## src/rtl/cnn_seq_pkg.sv

```systemverilog
// Shared register map, STATUS bit positions and FSM encoding for the CNN layer sequencer.
package cnn_seq_pkg;

    localparam logic [5:0] OFF_CTRL    = 6'd0;
    localparam logic [5:0] OFF_STATUS  = 6'd1;
    localparam logic [5:0] OFF_NUM     = 6'd2;
    localparam logic [5:0] OFF_TIMEOUT = 6'd3;
    localparam logic [5:0] OFF_DESC    = 6'd16;

    localparam int CTRL_START = 0;
    localparam int CTRL_ABORT = 1;
    localparam int CTRL_IRQEN = 2;

    localparam int STAT_BUSY    = 0;
    localparam int STAT_DONE    = 1;
    localparam int STAT_ABORTED = 2;
    localparam int STAT_TIMEOUT = 3;
    localparam int STAT_IDX_LSB = 8;

    localparam logic [1:0] ST_IDLE  = 2'd0;
    localparam logic [1:0] ST_ISSUE = 2'd1;
    localparam logic [1:0] ST_RUN   = 2'd2;

    localparam logic [1:0] HRESP_OKAY = 2'b00;

endpackage

```

## src/rtl/cnn_layer_seq.sv

```systemverilog
// AHB-Lite programmed sequencer that walks a flop-based descriptor table and
// hands one layer at a time to the conv engine, with abort and watchdog.
module cnn_layer_seq
    import cnn_seq_pkg::*;
#(
    parameter int  W_ADDR      = 32,
    parameter int  W_DATA      = 32,
    parameter int  N_LAYER_MAX = 8,
    parameter int  W_TIMEOUT   = 16,
    localparam int W_LAYER     = (N_LAYER_MAX > 1) ? $clog2(N_LAYER_MAX) : 1
) (
    input  logic               HCLK,
    input  logic               HRESETn,
    input  logic               sl_HSEL,
    input  logic               sl_HREADY,
    input  logic               sl_HWRITE,
    input  logic [1:0]         sl_HTRANS,
    input  logic [W_ADDR-1:0]  sl_HADDR,
    input  logic [W_DATA-1:0]  sl_HWDATA,
    output logic               out_sl_HREADY,
    output logic [1:0]         out_sl_HRESP,
    output logic [W_DATA-1:0]  out_sl_HRDATA,
    output logic               o_layer_start,
    output logic [31:0]        o_layer_cfg,
    output logic [31:0]        o_layer_base,
    output logic [W_LAYER-1:0] o_layer_idx,
    input  logic               i_layer_done,
    output logic               o_irq
);

    localparam logic [4:0] NUM_MAX = 5'(N_LAYER_MAX);

    logic                 r_valid;
    logic                 r_wr;
    logic [5:0]           r_off;
    logic [1:0]           r_state;
    logic [W_LAYER-1:0]   r_idx;
    logic [4:0]           r_num;
    logic [W_TIMEOUT-1:0] r_timeout;
    logic [W_TIMEOUT-1:0] r_wd;
    logic                 r_irq_en;
    logic                 r_done;
    logic                 r_aborted;
    logic                 r_tmo;
    logic [31:0]          r_cfg  [N_LAYER_MAX];
    logic [31:0]          r_base [N_LAYER_MAX];

    logic [31:0] w_wdata;
    logic        w_addr_ok;
    logic        w_wr_en;
    logic        w_busy;
    logic        w_start;
    logic        w_abort;
    logic        w_stat_wr;
    logic        w_desc_wr;
    logic [5:0]  w_desc_off;
    logic        w_last;
    logic        w_wd_hit;
    logic [1:0]  w_nxt_state;
    logic        w_idx_clr;
    logic        w_idx_inc;
    logic        w_set_done;
    logic        w_set_abort;
    logic        w_set_tmo;
    logic [31:0] w_rd;
    logic [31:0] w_cur_cfg;
    logic [31:0] w_cur_base;
    logic        w_unused;

    assign w_wdata    = 32'(sl_HWDATA);
    assign w_addr_ok  = sl_HSEL && sl_HREADY && sl_HTRANS[1];
    assign w_wr_en    = r_valid && r_wr;
    assign w_busy     = (r_state != ST_IDLE);
    assign w_start    = w_wr_en && (r_off == OFF_CTRL) && w_wdata[CTRL_START];
    assign w_abort    = w_wr_en && (r_off == OFF_CTRL) && w_wdata[CTRL_ABORT];
    assign w_stat_wr  = w_wr_en && (r_off == OFF_STATUS);
    assign w_desc_off = r_off - OFF_DESC;
    assign w_desc_wr  = w_wr_en && !w_busy && (r_off >= OFF_DESC);
    assign w_last     = (5'(r_idx) == r_num - 5'd1);
    assign w_wd_hit   = (r_timeout != '0) && ((r_wd + 1'b1) == r_timeout);

    assign out_sl_HREADY = 1'b1;
    assign out_sl_HRESP  = HRESP_OKAY;
    assign out_sl_HRDATA = W_DATA'(w_rd);
    assign o_layer_start = (r_state == ST_ISSUE);
    assign o_layer_cfg   = w_cur_cfg;
    assign o_layer_base  = w_cur_base;
    assign o_layer_idx   = r_idx;
    assign o_irq         = r_irq_en & (r_done | r_aborted | r_tmo);

    assign w_unused = &{1'b0, sl_HADDR[1:0], sl_HADDR[W_ADDR-1:8], sl_HTRANS[0]};

    // Address phase capture; the write itself lands in the following cycle.
    always_ff @(posedge HCLK or negedge HRESETn) begin
        if (!HRESETn) begin
            r_valid <= 1'b0;
            r_wr    <= 1'b0;
            r_off   <= '0;
        end else begin
            r_valid <= w_addr_ok;
            if (w_addr_ok) begin
                r_wr  <= sl_HWRITE;
                r_off <= sl_HADDR[7:2];
            end
        end
    end

    // Abort outranks a coincident done, and done outranks the watchdog.
    always_comb begin
        w_nxt_state = r_state;
        w_idx_clr   = 1'b0;
        w_idx_inc   = 1'b0;
        w_set_done  = 1'b0;
        w_set_abort = 1'b0;
        w_set_tmo   = 1'b0;
        case (r_state)
            ST_IDLE: begin
                if (w_start) begin
                    if (r_num != 5'd0) begin
                        w_nxt_state = ST_ISSUE;
                        w_idx_clr   = 1'b1;
                    end else begin
                        w_set_done = 1'b1;
                    end
                end
            end
            ST_ISSUE: begin
                if (w_abort) begin
                    w_nxt_state = ST_IDLE;
                    w_set_abort = 1'b1;
                end else begin
                    w_nxt_state = ST_RUN;
                end
            end
            ST_RUN: begin
                if (w_abort) begin
                    w_nxt_state = ST_IDLE;
                    w_set_abort = 1'b1;
                end else if (i_layer_done) begin
                    if (w_last) begin
                        w_nxt_state = ST_IDLE;
                        w_set_done  = 1'b1;
                    end else begin
                        w_nxt_state = ST_ISSUE;
                        w_idx_inc   = 1'b1;
                    end
                end else if (w_wd_hit) begin
                    w_nxt_state = ST_IDLE;
                    w_set_tmo   = 1'b1;
                end
            end
            default: w_nxt_state = ST_IDLE;
        endcase
    end

    always_ff @(posedge HCLK or negedge HRESETn) begin
        if (!HRESETn) begin
            r_state   <= ST_IDLE;
            r_idx     <= '0;
            r_num     <= '0;
            r_timeout <= '0;
            r_wd      <= '0;
            r_irq_en  <= 1'b0;
            r_done    <= 1'b0;
            r_aborted <= 1'b0;
            r_tmo     <= 1'b0;
        end else begin
            r_state <= w_nxt_state;
            if (w_idx_clr) begin
                r_idx <= '0;
            end else if (w_idx_inc) begin
                r_idx <= r_idx + 1'b1;
            end
            if (r_state == ST_ISSUE) begin
                r_wd <= '0;
            end else if (r_state == ST_RUN) begin
                r_wd <= r_wd + 1'b1;
            end
            if (w_wr_en && (r_off == OFF_CTRL)) begin
                r_irq_en <= w_wdata[CTRL_IRQEN];
            end
            if (w_wr_en && !w_busy && (r_off == OFF_NUM)) begin
                r_num <= (w_wdata[4:0] > NUM_MAX) ? NUM_MAX : w_wdata[4:0];
            end
            if (w_wr_en && (r_off == OFF_TIMEOUT)) begin
                r_timeout <= w_wdata[W_TIMEOUT-1:0];
            end
            // A set in the same cycle as its W1C clear wins.
            r_done    <= w_set_done  | (r_done    & ~(w_stat_wr & w_wdata[STAT_DONE]));
            r_aborted <= w_set_abort | (r_aborted & ~(w_stat_wr & w_wdata[STAT_ABORTED]));
            r_tmo     <= w_set_tmo   | (r_tmo     & ~(w_stat_wr & w_wdata[STAT_TIMEOUT]));
        end
    end

    always_ff @(posedge HCLK or negedge HRESETn) begin
        if (!HRESETn) begin
            for (int i = 0; i < N_LAYER_MAX; i++) begin
                r_cfg[i]  <= '0;
                r_base[i] <= '0;
            end
        end else begin
            for (int i = 0; i < N_LAYER_MAX; i++) begin
                if (w_desc_wr && (w_desc_off[5:1] == 5'(i))) begin
                    if (w_desc_off[0]) begin
                        r_base[i] <= w_wdata;
                    end else begin
                        r_cfg[i] <= w_wdata;
                    end
                end
            end
        end
    end

    always_comb begin
        w_cur_cfg  = '0;
        w_cur_base = '0;
        for (int i = 0; i < N_LAYER_MAX; i++) begin
            if (w_busy && (r_idx == W_LAYER'(i))) begin
                w_cur_cfg  = r_cfg[i];
                w_cur_base = r_base[i];
            end
        end
    end

    // Read data is only driven during a read data phase, so it idles at 0.
    always_comb begin
        w_rd = '0;
        if (r_valid && !r_wr) begin
            case (r_off)
                OFF_CTRL:    w_rd[CTRL_IRQEN] = r_irq_en;
                OFF_STATUS: begin
                    w_rd[STAT_BUSY]               = w_busy;
                    w_rd[STAT_DONE]               = r_done;
                    w_rd[STAT_ABORTED]            = r_aborted;
                    w_rd[STAT_TIMEOUT]            = r_tmo;
                    w_rd[STAT_IDX_LSB +: W_LAYER] = r_idx;
                end
                OFF_NUM:     w_rd[4:0] = r_num;
                OFF_TIMEOUT: w_rd[W_TIMEOUT-1:0] = r_timeout;
                default: begin
                    for (int i = 0; i < N_LAYER_MAX; i++) begin
                        if ((r_off >= OFF_DESC) && (w_desc_off[5:1] == 5'(i))) begin
                            w_rd = w_desc_off[0] ? r_base[i] : r_cfg[i];
                        end
                    end
                end
            endcase
        end
    end

endmodule

```

## config.mk

```make
export PLATFORM = sky130hd
export DESIGN_NAME = cnn_layer_seq
export DESIGN_NICKNAME = d
export VERILOG_FILES = /design/src/rtl/cnn_seq_pkg.sv /design/src/rtl/cnn_layer_seq.sv
export SDC_FILE = /design/constraint.sdc
export NUM_CORES = 1
export LEC_CHECK = 0
export CAP_MARGIN = 30
export CORE_ASPECT_RATIO = 0.8
export CORE_MARGIN = 2
export CORE_UTILIZATION = 60
export DETAILED_ROUTE_END_ITERATION = 12
export GPL_TIMING_DRIVEN = 0
export PLACE_DENSITY = 0.8
export SLEW_MARGIN = 5
export SYNTH_ARGS = -nofsm -noshare
export SYNTH_HDL_FRONTEND = slang
export SYNTH_SLANG_ARGS = --single-unit
```

## constraint.sdc

```tcl
create_clock -name HCLK -period 3.3 [get_ports HCLK]
set_input_delay 0.66 -clock HCLK [delete_from_list [all_inputs] [get_ports HCLK]]
set_output_delay 0.66 -clock HCLK [all_outputs]
set_load 0.02 [all_outputs]
```

==> flow_metrics.env <==
export IMPL_status="finished, violations left"
export IMPL_violations="hold timing, setup timing"
export IMPL_synth_compound_area_share_pct=13.6
export IMPL_gp_congestion=0.986
export IMPL_ys_seq_elements=566
export IMPL_synth_top_family_by_area="multiplexers"
export IMPL_cts_path_max_buffers=3
export IMPL_ys_top_cells_by_area="dfrtp_1 46%, mux2_2 20%, mux2i_1 6.1%, nand2_1 2.3%, clkbuf_1 2.1%"
export IMPL_io_buffers=142
export IMPL_p_leak_nw=17.7
export IMPL_crit_type="reg -> out"
export IMPL_gr_total_overflow=0
export IMPL_setup_violations=202
export IMPL_vdd_drop_max_mv=0.510
export IMPL_clkSinkCount=566
export IMPL_dp_cells=3557
export IMPL_dr_pass1_iters=11
export IMPL_maxCapViolCount=0
export IMPL_worst_setup_path_end_kind="output pin"
export IMPL_dp_hpwl_mm=82.1
export IMPL_fin_ws_ns=-0.834
export IMPL_reg2reg_slack_ns=-0.20
export IMPL_worst_r2r_cell_count=9
export IMPL_antenna_left=0
export IMPL_fin_crit_ns=4.13
export IMPL_ys_seq_area_share_pct=46.1
export IMPL_insertion_delay_ns=0.68
export IMPL_layout_cells_non_filler=3737
export IMPL_cts_hold_buffers=0
export IMPL_finalNetCount=3093
export IMPL_synthAdderAreaFrac_pct=0.570
export IMPL_vias=29400
export IMPL_antenna_found_initial=2
export IMPL_num_rows=74
export IMPL_cts_tree="built"
export IMPL_hold_path_class="in -> async"
export IMPL_crit_start="r_off[2]"
export IMPL_muxShareOfSynthArea_pct=28.4
export IMPL_drtIter0Drc=5213
export IMPL_pwr_density_cell_mw_per_mm2=698
export IMPL_htree_num_levels=2
export IMPL_grt_total_usage_pct=48.5
export IMPL_worst_ep_arrival_time_ns=3.47
export IMPL_avgSynthCellArea_sq_um=11.3
export IMPL_fp_dieW_microns=257
export IMPL_worst_pin_slew_ns=1.29
export IMPL_crit_top_cell="a21oi_2"
export IMPL_r2r_start="r_off[4]"
export IMPL_path_clk_slew_ns=0.07
export IMPL_grt_pass1_wl_mm=188
export IMPL_netlist_area_sq_mm=0.0307
export IMPL_hold_slack_ns=-0.0197
export IMPL_yosysUniqueCellTypes=64
export IMPL_initial_core_util_pct=60.4
export IMPL_ys_warn_count=0
export IMPL_rr_endpoint="r_cfg[208]"
export IMPL_grt_pass1_vias=28435
export IMPL_yosys_most_used_dff="dfrtp_1"
export IMPL_syn_inst=2722
export IMPL_skew_ns=0.0312
export IMPL_area_growth_pct=29.5
export IMPL_fin_setup_tns_ns=-66.80
export IMPL_clock_fmax_ghz=0.242
export IMPL_path_max_fanout=10
export IMPL_core_sq_mm=0.0508
export IMPL_synth_edf_count=0
export IMPL_dieArea_sq_mm=0.0530
export IMPL_viasPerCell=7.87
export IMPL_max_slew_margin_pct=14.3
export IMPL_numCtsBuffers=57
export IMPL_wl_per_cell_microns=36.8
export IMPL_root_buffer="clkbuf_16"
export IMPL_crit_end="out_sl_HRDATA[11]"
export IMPL_yosys_area_share_simple_pct=6.66
export IMPL_finalCritPeriodShare_pct=125
export IMPL_fillCellCount=2824
export IMPL_crit_chain="clkbuf_4, nand2b_2, buf_2, o21ai_0, a21oi_1, o221ai_2, a21oi_2, a21oi_2, buf_6"
export IMPL_wirelength_mm=138
export IMPL_synth_top_area_share_pct=46.1
export IMPL_async_flop_share_pct=100
export IMPL_crit_path_top_delay_cell="buf_2"
export IMPL_crit_required_ns=2.64
export IMPL_dieHeight_microns=206
export IMPL_drv_slew=0
export IMPL_critical_path_max_stage_delay_ns=0.49
export IMPL_hold_viol=5
export IMPL_synth_largest_area_cell="dfrtp_1"
export IMPL_synth_xor_area_share_pct=0.713
export IMPL_route_detailed_drc=0
export IMPL_dpl_cell_area_sq_mm=0.0332
export IMPL_fin_area_sq_mm=0.0398
export IMPL_ios=176
export IMPL_final_layout_size_suffix_gt1_share_pct=45.9
export IMPL_rsz0062_at_grt="true"
export IMPL_cp_start_kind="register"
export IMPL_grt_max_degree=117
[worst min path at each step]
stage | endpoint | cells after the start | from | slack, ns
finish | r_wd[9] | 1 | HRESETn | -0.02
global route | r_wd[9] | 1 | HRESETn | 0.03
CTS | r_wd[9] | 1 | HRESETn | 0.02
detailed placement | r_off[5] | 1 | r_off[5] | 0.50
global placement | r_off[5] | 1 | r_off[5] | 0.49
floorplan | o_layer_idx[0] | 0 | HRESETn | 0.36
[logic make-up (layout without fill, tap and decap cells)]
family,after synthesis,in the layout
other,2,5
buffers and inverters,294,622
AND/OR/NAND/NOR,449,449
adder cells (fa/ha/maj),14,14
multiplexers,768,768
XOR/XNOR,25,25
AO/OA/AOI/OAI,604,604
flip-flops,566,566
[state kept, by name, summed over array words and instances (netlist names), 2 cells and up]
| signal | flops |
|---|---|
| r_state | 2 |
| r_off | 6 |
| r_base | 256 |
| r_num | 5 |
| r_cfg | 256 |
| r_wd | 16 |
| o_layer_idx | 3 |
| r_timeout | 16 |
[synth_stat cells (8+ instances only)]
cell	instances
dfrtp_1	566
mux2_2	550
nand2_1	189
mux2i_1	186
clkbuf_1	172
nor2_1	124
o22ai_1	102
a21oi_1	99
o211ai_1	68
a221oi_1	67
a31oi_1	67
o21ai_0	67
buf_2	64
o311ai_0	64
nor3_1	37
mux4_2	28
inv_1	27
buf_1	23
nand3_1	22
a211oi_1	21
o221ai_1	17
ha_1	14
xnor2_1	13
nor3b_1	12
o221a_2	12
xor2_1	12
nor2b_1	10
nand2b_1	8
nand4_1	8
nor4_1	8
[layer usage]
layer | routed length [microns] | global-route usage, % | share of wire, % | vias to the layer above
met5 | 104 | 1.39 | 0.076 | -
met4 | 11900 | 31.4 | 8.6 | 4
met3 | 23900 | 25.4 | 17 | 1054
met2 | 54400 | 65.5 | 40 | 3205
li1 | - | - | - | 10836
met1 | 47200 | 60.2 | 34 | 14301
[where the power goes]
group	leakage, nW	switching (W)	total [W]	internal [W]
sequential	7.54	0.000386	0.00764	0.00725
combinational	9.21	0.00797	0.0129	0.00495
clock	0.989	0.00309	0.00723	0.00414
total	17.7	0.0114	0.0278	0.0163
[cells in the final DEF (no fill, tap or decap), types with 16 or more instances in the layout]
cell type        count
a221oi_4            28
nand2_4             24
mux4_2              28
nand2_1            150
a21oi_1             58
o21ai_0             53
buf_2               48
inv_1               21
buf_4              136
clkdlybuf4s50_1     45
clkbuf_8            29
nand3_1             21
clkbuf_4            29
clkbuf_16           82
dfrtp_1            562
a31oi_1             41
o22ai_1             98
a221oi_2            27
buf_12              21
nor3_1              20
nor2_1             117
a21oi_2             36
o311ai_2            31
nor3_2              16
clkbuf_1            68
mux2i_1            183
clkbuf_2            28
a31oi_2             24
mux2_2             550
o211ai_1            68
buf_6               49
o311ai_4            31
[worst max-delay path, delay by kind of cell, from the launching register on]
kind / cells / cell delay, ns
compound gates: 5 / 1.11
simple gates: 1 / 0.37
buf+inv: 3 / 0.90
flops: 1 / 0.43
[what timing repair did]
action | CTS | global route
pin swaps | 166 | 147
gates cloned | 12 | 1
resized for setup | 1258 | 214
endpoints found under the setup margin | 322 | 107
buffers inserted | 50 | 31
[metrics by stage]
step	worst slack [ns]	total power, W	utilization (%)
finish	-0.834	0.0278	78.3
CTS	-0.526	0.0259	75.9
global placement	-22.75	0.0170	64.9
floorplan	0.0162	0.0127	-
global route	-0.772	0.0281	78.3
detailed placement	-1.91	0.0171	65.3
[layout make-up]
| class | instances | area [sq um] | area share [%] |
|---|---|---|---|
| diodes | 2 | 5.00 | 0.0126 |
| plain buffers | 250 | 2020 | 5.07 |
| clock buffers | 76 | 1620 | 4.07 |
| clock inverters | 27 | 380 | 0.956 |
| inverters | 28 | 119 | 0.299 |
| multi-input cells | 1863 | 18100 | 45.4 |
| flip-flops and latches | 566 | 14200 | 35.6 |
| well taps | 684 | 856 | 2.15 |
| repair buffers | 241 | 2540 | 6.39 |
Power figures use the tool's default switching activity.
